==> config.mk <==
export PLATFORM = sky130hd
export DESIGN_NAME = mm_bridge
export DESIGN_NICKNAME = d
export VERILOG_FILES = /design/src/rtl/mm_bridge_pkg.sv /design/src/rtl/mm_addr_decode.sv /design/src/rtl/mm_bridge.sv
export SDC_FILE = /design/constraint.sdc
export NUM_CORES = 1
export LEC_CHECK = 0
export ABC_CLOCK_PERIOD_IN_PS = 5300
export CORE_UTILIZATION = 44
export DETAILED_ROUTE_END_ITERATION = 10
export DONT_BUFFER_PORTS = 1
export GPL_ROUTABILITY_DRIVEN = 0
export PLACE_DENSITY = 0.7
export SYNTH_ARGS = -nofsm -noshare
export SYNTH_HDL_FRONTEND = slang
export SYNTH_SLANG_ARGS = --single-unit
==> constraint.sdc <==
create_clock -name clk -period 5.3 [get_ports clk]
set_input_delay 0.795 -clock clk [delete_from_list [all_inputs] [get_ports clk]]
set_output_delay 0.795 -clock clk [all_outputs]
set_load 0.01 [all_outputs]
==> src/rtl/mm_bridge_pkg.sv <==
// mm_bridge_pkg: FSM states and constants shared by the mm_bridge slice.
package mm_bridge_pkg;
    typedef enum logic [1:0] {ST_IDLE, ST_REQ, ST_RESP} state_e;
    localparam logic [2:0] MM_WINDOW = 3'b111;
    localparam logic [63:0] TIMEOUT_RDATA = 64'h0;
endpackage

==> src/rtl/mm_addr_decode.sv <==
// mm_addr_decode: MM window check, channel index extraction and reject flag.
module mm_addr_decode
    import mm_bridge_pkg::*;
#(
    parameter int NUM_CH     = 4,
    parameter int ADDR_W     = 16,
    parameter int CH_SEL_LSB = 4,
    parameter int IDX_W      = 2
) (
    input  logic [ADDR_W-1:0] addr_i,
    input  logic              re_i,
    input  logic              we_i,
    output logic              in_win_o,
    output logic [IDX_W-1:0]  idx_o,
    output logic              bad_o
);
    localparam logic [IDX_W:0] NUM_CH_L = (IDX_W + 1)'(NUM_CH);
    logic unused_addr;
    assign unused_addr = ^addr_i;
    assign in_win_o    = addr_i[ADDR_W-1 -: 3] == MM_WINDOW;
    // A single channel has no index bits; every in-window access targets channel 0.
    assign idx_o       = (NUM_CH == 1) ? '0 : addr_i[CH_SEL_LSB +: IDX_W];
    assign bad_o       = ({1'b0, idx_o} >= NUM_CH_L) || (re_i && we_i);
endmodule

==> src/rtl/mm_bridge.sv <==
// mm_bridge: CPU memory-mapped request to one-hot peripheral channel bridge; MM_BRIDGE_TIMEOUT_EN adds an ack timeout.
module mm_bridge
    import mm_bridge_pkg::*;
#(
    parameter int NUM_CH      = 4,
    parameter int DATA_W      = 16,
    parameter int ADDR_W      = 16,
    parameter int CH_SEL_LSB  = 4,
    parameter int TIMEOUT_CYC = 255
) (
    input  logic                     clk,
    input  logic                     rst,
    input  logic [ADDR_W-1:0]        cpu_addr,
    input  logic                     cpu_re,
    input  logic                     cpu_we,
    input  logic [DATA_W-1:0]        cpu_wdata,
    output logic [DATA_W-1:0]        cpu_rdata,
    output logic                     cpu_rvld,
    output logic                     cpu_stall,
    output logic                     cpu_err,
    output logic [NUM_CH-1:0]        ch_req,
    output logic                     ch_we,
    output logic [CH_SEL_LSB-1:0]    ch_addr,
    output logic [DATA_W-1:0]        ch_wdata,
    input  logic [NUM_CH-1:0]        ch_ack,
    input  logic [NUM_CH*DATA_W-1:0] ch_rdata,
    output logic [7:0]               err_cnt
);
    localparam int IDX_W = (NUM_CH > 1) ? $clog2(NUM_CH) : 1;
    state_e                state_q, state_d;
    logic [IDX_W-1:0]      idx_q, idx_d, dec_idx;
    logic [CH_SEL_LSB-1:0] addr_q, addr_d;
    logic [DATA_W-1:0]     wdata_q, wdata_d, rdata_q, rdata_d;
    logic [7:0]            err_cnt_q, err_cnt_d;
    logic                  we_q, we_d, rvld_q, rvld_d, err_q, err_d;
    logic                  in_win, bad, req_go, accept, ack, timeout;

    mm_addr_decode #(
        .NUM_CH    (NUM_CH),
        .ADDR_W    (ADDR_W),
        .CH_SEL_LSB(CH_SEL_LSB),
        .IDX_W     (IDX_W)
    ) u_dec (
        .addr_i  (cpu_addr),
        .re_i    (cpu_re),
        .we_i    (cpu_we),
        .in_win_o(in_win),
        .idx_o   (dec_idx),
        .bad_o   (bad)
    );

    assign req_go = (state_q == ST_IDLE) && in_win && (cpu_re || cpu_we);
    assign accept = req_go && !bad;
    assign ack    = (state_q == ST_REQ) && ch_ack[idx_q];

`ifdef MM_BRIDGE_TIMEOUT_EN
    localparam int CNT_W = $clog2(TIMEOUT_CYC + 1);
    logic [CNT_W-1:0] cnt_q;
    always_ff @(posedge clk) cnt_q <= (rst || state_q != ST_REQ || ack) ? '0 : cnt_q + 1'b1;
    assign timeout = (state_q == ST_REQ) && !ack && (cnt_q == CNT_W'(TIMEOUT_CYC - 1));
`else
    localparam int unused_timeout = TIMEOUT_CYC;
    assign timeout = 1'b0;
`endif

    always_ff @(posedge clk) begin
        if (rst) begin
            state_q   <= ST_IDLE;
            idx_q     <= '0;
            addr_q    <= '0;
            we_q      <= 1'b0;
            wdata_q   <= '0;
            rdata_q   <= '0;
            rvld_q    <= 1'b0;
            err_q     <= 1'b0;
            err_cnt_q <= '0;
        end else begin
            state_q   <= state_d;
            idx_q     <= idx_d;
            addr_q    <= addr_d;
            we_q      <= we_d;
            wdata_q   <= wdata_d;
            rdata_q   <= rdata_d;
            rvld_q    <= rvld_d;
            err_q     <= err_d;
            err_cnt_q <= err_cnt_d;
        end
    end

    always_comb begin
        state_d   = (state_q == ST_IDLE) ? (accept ? ST_REQ : ST_IDLE)
                  : (state_q == ST_REQ)  ? ((ack || timeout) ? ST_RESP : ST_REQ)
                  : ST_IDLE;
        idx_d     = accept ? dec_idx : idx_q;
        addr_d    = accept ? cpu_addr[CH_SEL_LSB-1:0] : addr_q;
        we_d      = accept ? cpu_we : we_q;
        wdata_d   = accept ? cpu_wdata : wdata_q;
        rvld_d    = !we_q && (ack || timeout);
        rdata_d   = (!we_q && ack)     ? ch_rdata[DATA_W*int'(idx_q) +: DATA_W]
                  : (!we_q && timeout) ? TIMEOUT_RDATA[DATA_W-1:0]
                  : rdata_q;
        err_d     = (req_go && bad) || timeout;
        err_cnt_d = (err_d && err_cnt_q != 8'hFF) ? err_cnt_q + 8'd1 : err_cnt_q;
    end

    always_comb begin
        ch_req    = (state_q == ST_REQ) ? (NUM_CH'(1) << idx_q) : '0;
        cpu_stall = accept || (state_q == ST_REQ);
    end

    assign cpu_rdata = rdata_q;
    assign cpu_rvld  = rvld_q;
    assign cpu_err   = err_q;
    assign ch_we     = we_q;
    assign ch_addr   = addr_q;
    assign ch_wdata  = wdata_q;
    assign err_cnt   = err_cnt_q;
endmodule

# Word level (Yosys, flattened, before mapping)
# Index checks and enable logic that the tools add are counted.
dict set report totals {
  reg_bits 51
  word_cells 36
  out_inout_bits 52
  input_bits 104
}
dict set report op_classes {
  add_sub_neg 1
  reduce_logical 13
  shifts 2
  n_eq_ne 3
  n_lt_le_gt_ge 1
  muxes 7
}
# op count
set op_table {}
lappend op_table {{$shiftx 64x7->16} 1}
lappend op_table {{$add 8x1->8 const B} 1}
lappend op_table {{$logic_and 1x1->1} 8}
lappend op_table {{$ne 8x8->1 const B} 1}
lappend op_table {{$mux 2} 3}
lappend op_table {{$mux 4} 1}
lappend op_table {{$shl 1x2->4 const A} 1}
lappend op_table {{$eq 3x3->1 const B} 1}
lappend op_table {{$lt 2x3->1 const B} 1}
lappend op_table {{$bmux 1 s2} 1}
lappend op_table {{$eq 2x1->1 const B} 1}
lappend op_table {{$logic_not 1->1} 2}
lappend op_table {{$logic_not 2->1} 1}
lappend op_table {{$logic_or 1x1->1} 2}
lappend op_table {{$mux 1} 2}

# Logic depth before layout (Yosys ltp)
# Gate-level depths: netlist of the first run.
dict set report logic_depth {
  depth_word 6
  mapped_depth 7
}

# By module
# A second synthesis of the first run with hierarchy kept.
dict set report unflattened {
  cells_unflattened 266
  hier_area_um2 2437.3
}
# mod seq_area_each_um2 area_per_inst_um2 n_inst cells_each
set modules_own_cells {}
lappend modules_own_cells {mm_bridge 1021.0 2409.8 1 262}
lappend modules_own_cells {mm_addr_decode 0.0 27.5 1 4}

# Worst setup path before layout of the first run
# OpenSTA, ideal clock, no wires.
dict set report synth_timing {
  kind {input port to output port}
  from {input cpu_we}
  to {output cpu_stall}
  path_slack_ns 2.606
  arrival_time_ns 1.899
  stages 5
  path_cell_list {o21ai_0 -> nor3b_1 -> buf_2 -> buf_2 -> or2_2}
}
dict set report synth_between {
  elab_chain_len 4
  elab_cells_between_ends 6
}
# element line_no
set synth_lines {}
lappend synth_lines {{start, declared} mm_bridge.sv:15} ;# input logic cpu_we,
lappend synth_lines {{$logic_or 1x1->1 or $logic_and 1x1->1 (tied branches)} {mm_bridge.sv:52, mm_addr_decode.sv:23}}
lappend synth_lines {{$logic_and 1x1->1 or $logic_not 1->1 (tied branches)} {mm_bridge.sv:52, mm_bridge.sv:53}}
lappend synth_lines {{$logic_and 1x1->1 (*)} mm_bridge.sv:53} ;# assign accept = req_go && !bad;
lappend synth_lines {{$logic_or 1x1->1 (*)} mm_bridge.sv:108} ;# cpu_stall = accept || (state_q == ST_REQ);
lappend synth_lines {{end, declared} mm_bridge.sv:19} ;# output logic cpu_stall,
# Every way passes the cells marked *; elsewhere a longest branch is shown, timed or not.

# Worst setup path in the final report of the first run
# Ends and elaborated chain as after synthesis.

==> results of run 1 <==
per-stage QoR:
step                area (um^2)  util (%)  hold WS [ns]  std cells  setup slack (ns)
floorplan                  2450         -         0.526        230              2.61
detailed placement         2480      47.3         0.549        285              2.54
finish                     2580      49.2         0.551        293              2.54
global placement           2480      47.3         0.540        285              2.57
global route               2580      49.2         0.527        293              2.43
CTS                        2580      49.2         0.538        293              2.53
registers in the layout (all words and copies together) (netlist names), 2 cells and up:
signal and flops:
ch_addr 4, ch_wdata 16, cpu_rdata 16, err_cnt 8, idx_q 2, state_q 2
power breakdown:
part           internal (uW)  switching [uW]
combinational           26.9            16.9
clock                    107             131
sequential               389            8.87
layer usage:
metal	part of all wire, %	GRT usage, %	up-vias
met3	9.1	7.14	7
met4	1.2	5.38	0
met1	42	22.2	824
met2	47	30.4	89
met5	0	0	-
li1	-	-	810
Yosys cell counts, types with 2 or more instances:
cell type,number
dfxtp_1,51
nor2_1,46
mux2i_1,41
mux4_2,17
clkbuf_1,8
nor3_1,8
a21oi_1,6
buf_2,6
nand2_1,6
nand2b_1,4
o21ai_0,4
nand3_1,3
nor4_1,3
or4_1,3
a31oi_1,2
buf_6,2
inv_1,2
nor3b_1,2
o31ai_1,2
worst paths after layout:
path / end / slack, ns / from
worst min-delay path: err_cnt[4] / 0.55 / rst
worst min register to register: cpu_rdata[15] / 0.56 / cpu_rdata[15]
worst max register to register: cpu_rdata[9] / 2.63 / idx_q[1]
worst max-delay path: cpu_stall / 2.54 / cpu_we
worst max-delay path: cells and delay by family:
family	cells	cell delay [ns]
AO/OA/AOI/OAI	1	0.45
buffers and inverters	1	0.26
AND/OR/NAND/NOR	2	0.45
area by class of cell:
type | count | area (um^2)
Sequential cell | 51 | 1020
Clock inverter | 2 | 16.3
Clock buffer | 6 | 82.6
Multi-Input combinational cell | 160 | 1350
Fill cell | 482 | 2660
Inverter | 2 | 7.51
Timing Repair Buffer | 2 | 15.0
Tap cell | 70 | 87.6
placed cells by master (no fill, tap or decap), drive strengths merged, types with 3 or more instances in the layout:
cell,synthesis,layout
dfxtp,51,51
nor3b,3,3
clkbuf,8,6
nand2,6,6
nand3,3,3
mux2i,41,41
nor4,3,3
a21oi,6,6
nand2b,4,4
o21ai,4,4
or4,3,3
nor2,46,46
mux4,17,17
nor3,8,8
cells by family after synthesis:
logic type	synth area share [%]
AND/OR/NAND/NOR	17.3
multiplexers	32.8
flip-flops	41.6
buffers and inverters	3.98
AO/OA/AOI/OAI	3.82
adder cells (fa/ha/maj)	0.510
==> impl_metrics.yaml, run 1 <==
hold_path:
  min-delay-path-class: "primary input to flip-flop"
  min_path_cells: 1
sta:
  tns_ns: 0
  tightest_slew_ns: 1.02
  slew_headroom_pct: 31.9
  finalHoldViolCount: 0
  finalMaxSlewViolations: 0
  min_period_ns: 2.76
  rsz0062_at_grt: "false"
  period_share_pct: 52.1
  fin_skew_ns: 0.00776
  fmaxAchievable_mhz: 362
  setup_viol: 0
logic_synthesis:
  synthArstFlopShare_pct: 0
  yosys_warnings: 0
  syn_area_um2: 2450
  synth_nets: 335
  yosysUniqueCellTypes: 33
  synthCells: 230
  ys_seq_elements: 51
  synth-seq-area-share_pct: 41.6
  yosys.area.top_type: "dfxtp_1"
  ys.flop_type: "dfxtp_1"
  synth_area_leaders: "dfxtp_1 42%, mux2i_1 17%, mux4_2 16%, nor2_1 7.0%, nor3_1 1.6%"
  synth_edf_count: 0
  yosys.area.top_type_share_pct: 41.6
  avgSynthCellArea_um2: 10.7
final_layout:
  diodes: 0
  areaGrowthSynthToFinish_pct: 5.00
  fin_nets: 327
  drive_above_1_share_pct: 14.8
cts:
  cts_tree: "built"
  cts_hold_buf: 0
  cts_setup_buffers: 0
  clk_pin_slew_worst_paths_ns: 0.10
  ctsResizeCount: 0
  cts.path.max_buffers: 2
  htreeDepth: 2
  cts_sinks: 51
  root_buffer: "clkbuf_8"
  cts_made_buffers: 5
  clock_latency_ns: 0.30
global_routing:
  overflow: 0
  grt_max_degree: 54
  grt_pass1_wl_um: 8590
  grt_usage_pct: 18.4
  grt_pass1_vias: 1817
  antenna_found_initial: 0
critical_path:
  r2r_cells: 4
  path_class: "primary input to output port"
  cp-end-kind: "output port"
  crit_chain: "o21ai_0 -> nor3b_2 -> buf_4 -> or2_2"
  worstSetupStartpointType: "primary input"
  crit_path_top_delay_cell: "o21ai_0"
  path_max_fanout: 24
  required_ns: 4.51
  critPathMaxStageDelay_ns: 0.45
  critPathArrivalTime_ns: 1.96
routing:
  drt_iter0_drc: 113
  drt-total-wl_um: 5440
  drc: 0
  drtAntennaViolNets: 0
  firstDrtPassIters: 4
  via_count: 1730
  wl_per_cell_um: 18.6
  via_per_inst: 5.90
power_and_ir_drop:
  power_density_nw_per_um2: 264
  p_leak_uw: 0.000785
  power_uw: 680
  vdd_drop_max_mv: 0.122
floorplan:
  rows: 26
  coreArea_um2: 5240
  die_h_um: 76.7
  die_w_um: 76.7
  die_area_um2: 5880
  ios: 156
  initial_utilization_pct: 46.8
placed_design:
  dp_hpwl_um: 3930
  io_buffers: 0
job:
  cap_violations: 0
status:
  status: "finished clean"
Note: power is estimated with default switching activity, not from simulation.
==> run 2, diff against run 1 <==
ABC_CLOCK_PERIOD_IN_PS = 2400   (was 5300)
PLACE_DENSITY = 0.72   (was 0.7)
clock period = 2.4 ns   (was 5.3 ns; I/O delays follow)
==> impl_metrics.yaml, run 2 (same netlist as run 1, synthesis figures left out) <==
status:
  status: "finished clean"
critical_path:
  worst-path-buf-inv: 0
  path_max_fanout: 16
  critPathTopFamily: "simple AND/OR/NAND/NOR gates"
  worstSetupStartpointType: "flip-flop"
  critPathMaxStageDelay_ns: 0.86
  required_ns: 2.59
  crit_path_top_delay_cell: "nor3b_4"
  critPathArrivalTime_ns: 2.18
  path_class: "flip-flop to flip-flop"
  crit_chain: "mux4_2 -> nor3b_4 -> mux2i_1 -> nor2_1"
  cp-end-kind: "flip-flop"
global_routing:
  antenna_found_initial: 0
  grt_usage_pct: 18.8
  grt_pass1_vias: 1787
  overflow: 0
  grt_pass1_wl_um: 8700
  grt_max_degree: 54
routing:
  wl_per_cell_um: 18.4
  drc: 0
  drt_iter0_drc: 78
  via_count: 1705
  drtAntennaViolNets: 0
  via_per_inst: 5.80
  drt-total-wl_um: 5410
  firstDrtPassIters: 4
sta:
  setup_viol: 0
  fmaxAchievable_mhz: 503
  min_period_ns: 1.99
  period_share_pct: 82.8
  slew_headroom_pct: 29.4
  finalHoldViolCount: 0
  setup_ws_ns: 0.413
  tns_ns: 0
  hold_ws_ns: 0.122
  fin_skew_ns: 0.00991
  tightest_slew_ns: 1.06
  finalMaxSlewViolations: 0
  rsz0062_at_grt: "false"
floorplan:
  die_area_um2: 5880
  rows: 26
  coreArea_um2: 5240
  die_w_um: 76.7
  initial_utilization_pct: 46.8
  ios: 156
  die_h_um: 76.7
placed_design:
  numPlacedInstances: 286
  dp_hpwl_um: 4030
  postPlaceCellArea_um2: 2480
  place_ws_ns: 0.404
  io_buffers: 0
cts:
  root_buffer: "clkbuf_8"
  cts_hold_buf: 0
  clk_pin_slew_worst_paths_ns: 0.10
  cts.path.max_buffers: 2
  cts_made_buffers: 5
  cts_tree: "built"
  htreeDepth: 2
  cts_setup_buffers: 0
  ctsResizeCount: 0
  cts_sinks: 51
  clock_latency_ns: 0.30
final_layout:
  drive_above_1_share_pct: 15.2
  multiInputGateArea_um2: 1350
  diodes: 0
  fin_nets: 328
  fillers: 463
  areaGrowthSynthToFinish_pct: 5.30
  layout_commonest_cell: "dfxtp_1"
  seq_area_um2: 1020
  layout_common_cells: "51 x dfxtp_1, 46 x nor2_1, 41 x mux2i_1"
  final_cells: 294
  design_area_um2: 2580
power_and_ir_drop:
  p_leak_uw: 0.000791
  power_density_nw_per_um2: 579
  vdd_drop_max_mv: 0.300
job:
  cap_violations: 0
hold_path:
  min-delay-path-class: "primary input to flip-flop"
==> run 2: cell types whose count changed in the layout (fill, tap and decap cells not counted), sizes merged <==
cell,delta
buf,+1
==> run 2: worst paths after layout <==
check / startpoint / end / slack (ns) / cells after the start
worst min-delay path: rst / err_cnt[3] / 0.12 / 1
worst min register to register: ch_wdata[15] / ch_wdata[15] / 0.56 / 2
worst max-delay path: idx_q[0] / cpu_rdata[4] / 0.41 / 4
worst max register to register: idx_q[0] / cpu_rdata[4] / 0.41 / 4
==> run 2: routing by layer <==
layer / GRT usage [%] / wire length, um / up-vias
met5: 0 / 0 / -
met3: 7.14 / 458 / 4
li1: - / - / 816
met2: 31.5 / 2580 / 89
met4: 5.58 / 46 / 0
met1: 22.4 / 2320 / 796
==> run 2: worst reg2reg max path, cell delays in order (launching register included) <==
cell and delay [ns]:
dfxtp_1 0.33, mux4_2 0.33, nor3b_4 0.86, mux2i_1 0.30, nor2_1 0.06
==> run 2: layout make-up <==
class / instances / area share [%]
well taps: 70 / 3.39
repair buffers: 3 / 0.872
inverters: 2 / 0.291
flip-flops and latches: 51 / 39.5
clock inverters: 2 / 0.630
clock buffers: 6 / 3.20
multi-input cells: 160 / 52.1
==> run 2: report_power, final <==
| part | switching, uW | internal, uW |
|---|---|---|
| registers | 16.6 | 860 |
| clock network | 284 | 236 |
| logic | 40.8 | 59.6 |
| total | 341 | 1160 |
==> run 2: stage by stage <==
stage	util [%]	total power, uW
global route	49.3	1550
finish	49.3	1500
global placement	47.4	996
detailed placement	47.4	997
CTS	49.3	1520
floorplan	-	995
==> run 3, diff against run 2 <==
ABC_CLOCK_PERIOD_IN_PS = 1700   (was 2400)
clock period = 1.7 ns   (was 2.4 ns; I/O delays follow)
==> impl_metrics.yaml, run 3 (same netlist as run 1, synthesis figures left out) <==
cts:
  htreeDepth: 2
  clk_pin_slew_worst_paths_ns: 0.10
  cts_made_buffers: 5
  root_buffer: "clkbuf_8"
  clock_latency_ns: 0.30
  cts_sinks: 51
  cts_tree: "built"
  cts.path.max_buffers: 2
final_layout:
  fillers: 453
  diodes: 0
  areaGrowthSynthToFinish_pct: 14.1
  layout_common_cells: "50 x dfxtp_1, 46 x nor2_1, 41 x mux2i_1"
  layout_commonest_cell: "dfxtp_1"
  design_area_um2: 2800
  seq_area_um2: 1020
  fin_nets: 348
  multiInputGateArea_um2: 1370
  drive_above_1_share_pct: 21.3
placed_design:
  io_buffers: 0
  dp_hpwl_um: 4090
  postPlaceCellArea_um2: 2560
routing:
  wl_per_cell_um: 19.2
  firstDrtPassIters: 4
  drt_iter0_drc: 69
  via_per_inst: 5.68
  drtAntennaViolNets: 0
  drt-total-wl_um: 6020
  drc: 0
  via_count: 1785
hold_path:
  min_path_cells: 1
  min-delay-path-class: "primary input to flip-flop"
  whs_endpoint: "ch_wdata[15]"
  hold_path.startpoint: "rst"
critical_path:
  regToRegSetupSlack_ns: -0.01
  critPathArrivalTime_ns: 1.48
  critPathMaxStageDelay_ns: 0.33
  crit_path_top_delay_cell: "dfxtp_2"
  critPathTopFamily: "simple AND/OR/NAND/NOR gates"
  r2r_end: "err_cnt[3]"
  cp-end-kind: "output port"
  path_max_fanout: 2
  required_ns: 1.44
  crit_chain: "nand4bb_4 -> buf_6 -> nor3b_4 -> buf_12 -> or2_4"
  r2r_start: "state_q[1]"
  worst-path-buf-inv: 2
  r2r_cells: 4
  path_class: "flip-flop to output port"
  worstSetupStartpointType: "flip-flop"
status:
  status: "finished, violations left"
  violations: "setup timing"
power_and_ir_drop:
  vdd_drop_max_mv: 0.627
  pwr-share-clk_pct: 33.0
  p_sw_share_pct: 24.0
  p_leak_uw: 0.000898
  p_int_uw: 1620
  p_comb_share_pct: 8.9
  p_seq_share_pct: 58.0
  p_sw_uw: 511
  power_density_nw_per_um2: 761
sta:
  finalHoldViolCount: 0
  rsz0062_at_grt: "true"
  min_period_ns: 1.74
  finalMaxSlewViolations: 0
  period_share_pct: 102
  tns_ns: -0.0485
  fmaxAchievable_mhz: 576
  setup_ws_ns: -0.0373
  fin_skew_ns: 0.00991
  slew_headroom_pct: 61.5
  setup_viol: 2
  tightest_slew_ns: 0.575
floorplan:
  rows: 26
  coreArea_um2: 5240
  die_area_um2: 5880
  die_h_um: 76.7
  die_w_um: 76.7
  ios: 156
  initial_utilization_pct: 46.8
global_routing:
  grt_usage_pct: 19.5
  grt_pass1_wl_um: 8840
  antenna_found_initial: 0
  grt_max_degree: 54
  grt_pass1_vias: 1736
  overflow: 0
job:
  cap_violations: 0
## run 3: cell types whose count changed in the layout (fill, tap and decap cells not counted), sizes merged
cell	change
clkinv	-1
buf	+15
inv	+1
dlygate4sd3	+5
## run 3: cell type report
type | count | area share (%)
Inverter | 2 | 0.268
Clock inverter | 2 | 0.581
Clock buffer | 6 | 2.59
Tap cell | 70 | 3.13
Multi-Input combinational cell | 160 | 49.0
Sequential cell | 51 | 36.5
Timing Repair Buffer | 23 | 7.91
## run 3: worst max-delay path by stage
stage / start / endpoint / slack [ns] / cells after the start
floorplan: idx_q[0] / cpu_rdata[10] / 0.01 / 7
global placement: idx_q[0] / cpu_rdata[14] / -0.25 / 4
detailed placement: idx_q[0] / cpu_rdata[3] / -0.28 / 4
CTS: state_q[1] / cpu_stall / -0.05 / 5
global route: state_q[1] / cpu_stall / -0.11 / 5
finish: state_q[1] / cpu_stall / -0.04 / 5
## run 3: power by group through the flow
stage                     registers (uW)  clock network (uW)  logic, uW
after global placement              1260                   0        152
after floorplan                     1260                   0        143
after global routing                1240                 776        206
final                               1240                 704        191
after detailed placement            1260                   0        155
after CTS                           1240                 717        175
## run 3: worst register-to-register path, delay by kind of cell (launching register included)
kind / cells / cell delay, ns
AO/OA/AOI/OAI: 1 / 0.15
flip-flops: 1 / 0.33
AND/OR/NAND/NOR: 3 / 1.17
## run 3: through the flow
step / instances / utilization, % / worst slack, ns / hold WS, ns / power, uW
6_report: 314 / 53.4 / -0.0373 / 0.0152 / 2130
5_1_grt: 314 / 53.4 / -0.115 / -0.000622 / 2220
4_1_cts: 311 / 52.8 / -0.0510 / 0.00106 / 2130
3_5_place_dp: 294 / 48.8 / -0.280 / 0.331 / 1420
3_3_place_gp: 294 / 48.8 / -0.252 / 0.329 / 1420
2_1_floorplan: 230 / - / 0.00960 / 0.402 / 1400
## run 3: repair_timing
action,in CTS,in global routing
endpoints found under the hold margin,1,15
pin swaps,1,3
gates cloned,1,0
hold buffers,1,4
endpoints found under the setup margin,20,35
resized for setup,4,5
setup buffers,7,0
## run 3: routing by layer
layer | vias to the layer above | part of all wire (%) | wire [um] | GRT usage [%]
met3 | 7 | 9.2 | 555 | 8.45
met2 | 90 | 48 | 2880 | 31.2
met1 | 827 | 42 | 2520 | 23.7
li1 | 861 | - | - | -
met5 | - | 0 | 0 | 0
met4 | 0 | 0.98 | 59 | 5.77
